[config.mk]
export PLATFORM = sky130hd
export DESIGN_NAME = lcd_result_formatter
export DESIGN_NICKNAME = d
export VERILOG_FILES = /design/src/rtl/lcd_result_formatter.sv
export SDC_FILE = /design/constraint.sdc
export NUM_CORES = 1
export LEC_CHECK = 0
export BUFFER_PORTS_ARGS = -buffer_cell sky130_fd_sc_hd__buf_2
export CAP_MARGIN = 15
export CORE_MARGIN = 2
export CORE_UTILIZATION = 45
export CTS_CLUSTER_SIZE = 28
export DETAILED_ROUTE_END_ITERATION = 7
export GPL_TIMING_DRIVEN = 0
export PLACE_DENSITY = 0.65
export SYNTH_ARGS = -nofsm -noshare
export SYNTH_HDL_FRONTEND = slang
export SYNTH_SLANG_ARGS = --single-unit
[constraint.sdc]
create_clock -name clk -period 2.6 [get_ports clk]
set_input_delay 0.52 -clock clk [delete_from_list [all_inputs] [get_ports clk]]
set_output_delay 0.52 -clock clk [all_outputs]
set_load 0.03 [all_outputs]
[src/rtl/lcd_result_formatter.sv]
// Captures a 16-bit result on a show_result rising edge, converts it to decimal
// with a sequential double-dabble engine and streams sign + five digits to the LCD.
module lcd_result_formatter #(
    parameter int          SIGNED_MODE = 1,
    parameter int unsigned START_POS   = 0
) (
    input  logic        clk,
    input  logic        reset,
    input  logic [15:0] result,
    input  logic        show_result,
    output logic [7:0]  char_data,
    output logic [3:0]  char_pos,
    output logic        char_valid,
    input  logic        char_ready,
    output logic        busy,
    output logic        done
);

    typedef enum logic [1:0] {IDLE, CONVERT, EMIT, DONE} state_t;

    state_t      state, state_nx;
    logic        show_q;
    logic        neg;
    logic [15:0] mag;
    logic [19:0] bcd;
    logic [19:0] bcd_adj;
    logic [3:0]  cnt;
    logic [2:0]  idx;
    logic        trigger;
    logic        neg_in;
    logic [15:0] mag_in;
    logic [3:0]  zpre;

    function automatic logic [19:0] bcd_adjust(input logic [19:0] b);
        logic [19:0] r;
        r = b;
        for (int n = 0; n < 5; n++) begin
            if (r[n*4 +: 4] >= 4'd5)
                r[n*4 +: 4] = r[n*4 +: 4] + 4'd3;
        end
        return r;
    endfunction

    function automatic logic [7:0] digit_char(input logic [3:0] d, input logic blank);
        return blank ? 8'h20 : {4'h3, d};
    endfunction

    assign trigger = (state == IDLE) && show_result && !show_q;
    assign neg_in  = (SIGNED_MODE != 0) && result[15];
    assign mag_in  = neg_in ? (~result + 16'd1) : result;
    assign bcd_adj = bcd_adjust(bcd);

    // Running "all digits so far are zero" flags drive leading-zero blanking.
    assign zpre[0] = (bcd[19:16] == 4'd0);
    assign zpre[1] = zpre[0] && (bcd[15:12] == 4'd0);
    assign zpre[2] = zpre[1] && (bcd[11:8] == 4'd0);
    assign zpre[3] = zpre[2] && (bcd[7:4] == 4'd0);

    always_ff @(posedge clk or negedge reset) begin
        if (!reset) begin
            state  <= IDLE;
            show_q <= 1'b0;
            neg    <= 1'b0;
            mag    <= 16'd0;
            bcd    <= 20'd0;
            cnt    <= 4'd0;
            idx    <= 3'd0;
        end else begin
            state  <= state_nx;
            show_q <= show_result;
            case (state)
                IDLE: begin
                    if (trigger) begin
                        neg <= neg_in;
                        mag <= mag_in;
                        bcd <= 20'd0;
                        cnt <= 4'd0;
                        idx <= 3'd0;
                    end
                end
                CONVERT: begin
                    {bcd, mag} <= 36'({bcd_adj, mag} << 1);
                    cnt        <= cnt + 4'd1;
                end
                EMIT: begin
                    if (char_ready)
                        idx <= idx + 3'd1;
                end
                default: ;
            endcase
        end
    end

    always_comb begin
        state_nx   = state;
        char_data  = 8'h00;
        char_pos   = 4'h0;
        char_valid = 1'b0;
        busy       = 1'b0;
        done       = 1'b0;
        case (state)
            IDLE: begin
                if (trigger)
                    state_nx = CONVERT;
            end
            CONVERT: begin
                busy = 1'b1;
                if (cnt == 4'd15)
                    state_nx = EMIT;
            end
            EMIT: begin
                busy       = 1'b1;
                char_valid = 1'b1;
                char_pos   = 4'(START_POS + 32'(idx));
                case (idx)
                    3'd0:    char_data = neg ? 8'h2D : 8'h20;
                    3'd1:    char_data = digit_char(bcd[19:16], zpre[0]);
                    3'd2:    char_data = digit_char(bcd[15:12], zpre[1]);
                    3'd3:    char_data = digit_char(bcd[11:8],  zpre[2]);
                    3'd4:    char_data = digit_char(bcd[7:4],   zpre[3]);
                    default: char_data = digit_char(bcd[3:0],   1'b0);
                endcase
                if (char_ready && idx == 3'd5)
                    state_nx = DONE;
            end
            DONE: begin
                done     = 1'b1;
                state_nx = IDLE;
            end
            default: state_nx = IDLE;
        endcase
    end

endmodule

# --- Yosys cells after proc, flatten, opt, wreduce, memory -nomap -nowiden ---
# Index checks and enable logic that the tools add are counted.
totals:
  reg_bits: 47
  input_bits: 20
  out_inout_bits: 15
  wordCells: 84
classes:
  addsub: 8
  n_lt_le_gt_ge: 5
  eq_ne: 13
  muxes: 30
  bitwise_logic: 1
  reduce_logical: 20
ops:
  columns: ["operator", "count"]
  rows:
  - ["one-hot mux 20 bit (2 select lines)", 1]
  - ["two-way mux 16 bit", 2]
  - ["one-hot mux 16 bit (2 select lines)", 1]
  - ["one-hot mux 5 bit (5 select lines)", 1]
  - ["two-way mux 4 bit", 6]
  - [">= comparator 4 x 3 -> 1 bit, second input constant", 5]
  - ["two-way mux 20 bit", 1]
  - ["two-way mux 5 bit", 4]
  - ["adder 16 x 1 -> 16 bit, second input constant", 1]
  - ["adder 4 x 2 -> 4 bit, second input constant", 4]
  - ["zero test 4 bit", 4]
  - ["NOT 16 bit", 1]
  - ["two-way mux 3 bit", 4]
  - ["!= test 2 bit, second input constant", 4]
  - ["one-hot mux 2 bit (4 select lines)", 1]
  - ["one-hot mux 4 bit (2 select lines)", 1]
  - ["equality test 3 x 2 -> 1 bit, second input constant", 2]
  - ["equality test 3 bit, second input constant", 2]
  - ["logical AND 1 bit", 6]
  - ["two-way mux 2 bit", 3]
  - ["two-way mux 6 bit", 1]
  - ["one-hot mux 3 bit (2 select lines)", 1]
  - ["AND reduction 3 bit", 2]
  - ["adder 4 x 1 -> 4 bit, second input constant", 1]
  - ["13 further kinds", 18]

# --- Logic depth before layout (Yosys ltp) ---
logic_depth:
  depth_word: 7
  depth_mapped: 8
  mapped_depth_nobuf: 6

# --- Worst setup path after synthesis ---
# No wires, ideal clock.
synth_path:
  path_type: "register to output"
  from: "register state[0]"
  to: "output port char_data[4]"
  arrival_ps: 1967
  required_time_ps: 2080
  setup_slack_ps: 113
  stages_incl_launch_ff: 5
  path_buffers: 1
  cell_sequence: "dfrtp_1 inv_1 ha_1 clkbuf_1 a21boi_0"
synth_between:
  elab_chain_len: 2
synth_rtl:
  columns: ["item", "line_no", "text"]
  rows:
  - ["start: declaration", "21", "state_t state, state_nx;"]
  - ["start signal: assignment", "69", "state <= state_nx;"]
  - ["equality test 2 bit", "101", "case (state)"]
  - ["two-way mux 6 bit", "101", null]
  - ["end: declaration", "11", "output logic [7:0] char_data,"]
# No other way between the ends.

# --- Final worst setup path ---
layout_path:
  from: "register bcd[17]"
  to: "output port char_data[1]"
layout_between:
  elab_chain_len: 7
  word_cells_on_any_way: 10
  classes_between: "6 x mux; 4 x reduce/logical"
layout_rtl:
  columns: ["item", "line_no", "text"]
  rows:
  - ["start: declaration", "25", "logic [19:0] bcd;"]
  - ["start signal: assignment", "82", "{bcd, mag} <= 36'({bcd_adj, mag} << 1);"]
  - ["zero test 4 bit", "54", "assign zpre[0] = (bcd[19:16] == 4'd0);"]
  - ["logical AND 1 bit", "55", "assign zpre[1] = zpre[0] && (bcd[15:12] == 4'd0);"]
  - ["logical AND 1 bit", "56", "assign zpre[2] = zpre[1] && (bcd[11:8] == 4'd0);"]
  - ["logical AND 1 bit", "57", "assign zpre[3] = zpre[2] && (bcd[7:4] == 4'd0);"]
  - ["two-way mux 5 bit", "45", "return blank ? 8'h20 : {4'h3, d};"]
  - ["one-hot mux 5 bit (5 select lines) *", "115", "case (idx)"]
  - ["two-way mux 6 bit *", "101", null]
# Every way passes the cells marked *; elsewhere a longest branch is shown, timed or not.

==> results.toml <==
[setup_path]
path_delay_family = "buffers and inverters"
cp_max_fo = 4
endpoint_kind = "output port"
crit_arrival_ns = 2.10
slowest_delay_ns = 0.40
cpMaxStageDelayCell = "dfrtp_1"
crit_type = "reg2out"
startpoint_type = "flip-flop"
worstPathRequired_ns = 2.08
critPathBufInv = 3
path_cells = "inv_2, ha_4, nor3b_4, buf_4, nor3b_4, a221oi_2, a31oi_1, buf_4"

[drt]
via_per_inst = 5.662
drtPass1Iterations = 4
wl_um = 8094
vias = 2780
drt_iter0_markers = 134
ant_nets = 0
drc = 0
wire_per_inst_um = 16.48

[cells_and_area]
drive_above_1_share_pct = 24.30
layout_commonest_cell = "dfrtp_1"
fin_cells = 491
utilization_pct = 57.01
fillCellCount = 621
syn_to_final_growth_pct = 21.18
diodes = 0
nets = 439
final_cell_area_um2 = 3916
final_cell_mix = "dfrtp_1 (45), buf_2 (28), o21ai_0 (22)"
regArea_um2 = 1179
multi_input_area_um2 = 2059

[global_routing]
grt_max_degree = 48
antenna_found_initial = 0
use_met3_pct = 5.317
globalRouteOverflowTotal = 0
grt_usage_pct = 21.38
grt_first_pass_wirelength_um = 13000
met2_usage_pct = 33.38
grt_pass1_vias = 2652
grtUsageMet1_pct = 29.75
grt_most_used_layer = "met2"

[placement]
numPortBuffers = 31
place_hpwl_um = 5577
placedCellCount = 476
gp_congestion = 0.8126
pre_cts_ws_ns = -0.02727
place_area_um2 = 3515

[die]
start_util_pct = 47.05
dieArea_um2 = 7876
coreArea_um2 = 6869
ios = 35
die_height_um = 88.75
rows = 30
dieWidth_um = 88.75

[clock_network]
cts_root_buf = "clkbuf_8"
clk_path_buf_depth = 2
htreeDepth = 2
numCtsBuffers = 5
cts.sinks = 47
clk_latency_ns = 0.31
path_clk_slew_ns = 0.10
cts_tree = "done"
hold_buffers = 0

[power]
pwr-share-comb_pct = 52.0
power.total_mw = 3.467
ir_drop_mv = 0.4985
leakage_nw = 1.708
power_density_nw_per_um2 = 885.4
p_sw_mw = 1.549
seqPwrFrac_pct = 31.2
swShare_pct = 44.66
p_int_mw = 1.919
clkPwrFrac_pct = 16.8

[status]
status = "complete, but fails checks"
violations = "negative setup slack"

[logic_synthesis]
syn_inst = 347
postSynthAreaPerCell_um2 = 9.314
synth_ff_type = "dfrtp_1"
synth_edf_count = 0
netlist_area_um2 = 3232
synth_async_sr_flop_share_pct = 100.0
yosys.cell_types.count = 52
synth-seq-cells = 47
synth-seq-area-share_pct = 36.39
ys_warn_count = 0

[run]
cap_violations = 0

[sta]
slew_headroom_pct = 47.09
fin_ws_ns = -0.01516
rsz0062_at_grt = "yes"
finalCritPeriodShare_pct = 100.6
drv_slew = 0
worst-slew-pin-transition_ns = 0.7907
clock.fmax_ghz = 0.3824
whs_ns = 0.2046
finalSetupViolations = 1
clock_skew_ns = 0.009550
hold_viol_final = 0
post-route-min-period_ns = 2.615
fin_tns_setup_ns = -0.01516

[hold_path]
min_path_type = "in2async"
==> kinds of logic (layout without fill, tap and decap cells) <==
group	Yosys count	count (layout)	synth area share (%)
AOI/OAI and AO/OA	105	105	23.04
DFF	47	47	36.39
adders and majority gates	25	25	9.679
other	1	3	0.1160
muxes	15	15	4.684
and+or+nand+nor	96	96	16.14
xor gates and xnor gates	16	16	4.336
buffers and inverters	42	88	5.613
==> routing by layer <==
layer / vias up / routed length [um]
li1: 1354 / -
met4: 0 / 51
met1: 1350 / 3801
met2: 72 / 3813
met3: 4 / 428
met5: - / 0
==> worst register-to-register path, stage by stage (launching register included) <==
cell      delay (ns)
dfrtp_1         0.39
inv_1           0.10
ha_1            0.27
nand3b_1        0.36
and2_0          0.20
clkbuf_1        0.18
clkbuf_1        0.46
o21ai_0         0.20
==> synth_stat cells (2+ instances only) <==
| cell | count | area share (%) |
|---|---|---|
| a211oi_1 | 3 | 0.70 |
| buf_4 | 4 | 0.93 |
| dfrtp_1 | 47 | 36 |
| nor2_1 | 17 | 2.0 |
| o41ai_4 | 2 | 1.7 |
| a31oi_1 | 7 | 1.4 |
| and2_1 | 3 | 0.58 |
| ha_1 | 25 | 9.7 |
| nor3b_1 | 16 | 3.7 |
| nand2b_1 | 10 | 1.9 |
| nand4_1 | 3 | 0.58 |
| nand2_1 | 20 | 2.3 |
| or3_1 | 2 | 0.39 |
| mux2i_1 | 14 | 4.3 |
| a32oi_1 | 3 | 0.81 |
| or2_2 | 2 | 0.39 |
| a22oi_1 | 2 | 0.46 |
| nor3_1 | 8 | 1.2 |
| o41ai_1 | 2 | 0.54 |
| nand3_1 | 6 | 0.93 |
| o41ai_2 | 2 | 1.0 |
| xor2_1 | 9 | 2.4 |
| a22o_1 | 7 | 1.9 |
| or4_1 | 2 | 0.46 |
| inv_1 | 20 | 2.3 |
| xnor2_1 | 7 | 1.9 |
| clkbuf_1 | 14 | 1.6 |
| o22ai_1 | 15 | 2.9 |
| a221oi_1 | 3 | 0.81 |
| a21boi_0 | 2 | 0.46 |
| o21ai_0 | 23 | 3.6 |
| o31ai_1 | 5 | 1.2 |
| o221a_2 | 2 | 0.70 |
| nand3b_1 | 2 | 0.46 |
| a21oi_1 | 21 | 3.3 |
==> registers in the layout, summed over array words and instances, names as in the netlist <==
name    count
bcd        20
mag        16
cnt         4
idx         3
state       2
neg         1
show_q      1
==> repair_timing <==
action	CTS	global route
resized for setup	21	33
pin swaps	1	3
buffers inserted	3	4
endpoints found under the setup margin	5	10
==> power groups by stage <==
stage               combinational [mW]  sequential (mW)  clock (mW)
finish                            1.80             1.08       0.582
global route                      1.98             1.11       0.627
CTS                               1.69             1.07       0.594
detailed placement                1.64             1.09           0
global placement                  1.60             1.08           0
floorplan                         1.22             1.04           0
==> path summary, 6_finish.rpt <==
check                            startpoint      endpoint  slack [ns]  cells past startpoint
worst max register to register     state[0]        mag[1]        0.30                      7
worst max-delay path                bcd[17]  char_data[1]       -0.02                      8
max in group asynchronous             reset       mag[12]        1.85                      2
worst min register to register       mag[4]        mag[4]        0.48                      2
worst min-delay path                  reset       bcd[16]        0.20                      1
min in group clk                show_result        show_q        0.34                      1
==> final cells by class <==
type	instances	share of cell area, %
plain buffers	20	2.684
clock buffers	6	2.109
clock inverters	2	0.9904
inverters	21	2.013
multi-input cells	260	52.59
flip-flops and latches	47	30.10
well taps	96	3.067
repair buffers	39	6.454
(Power assumes the default switching activity.)
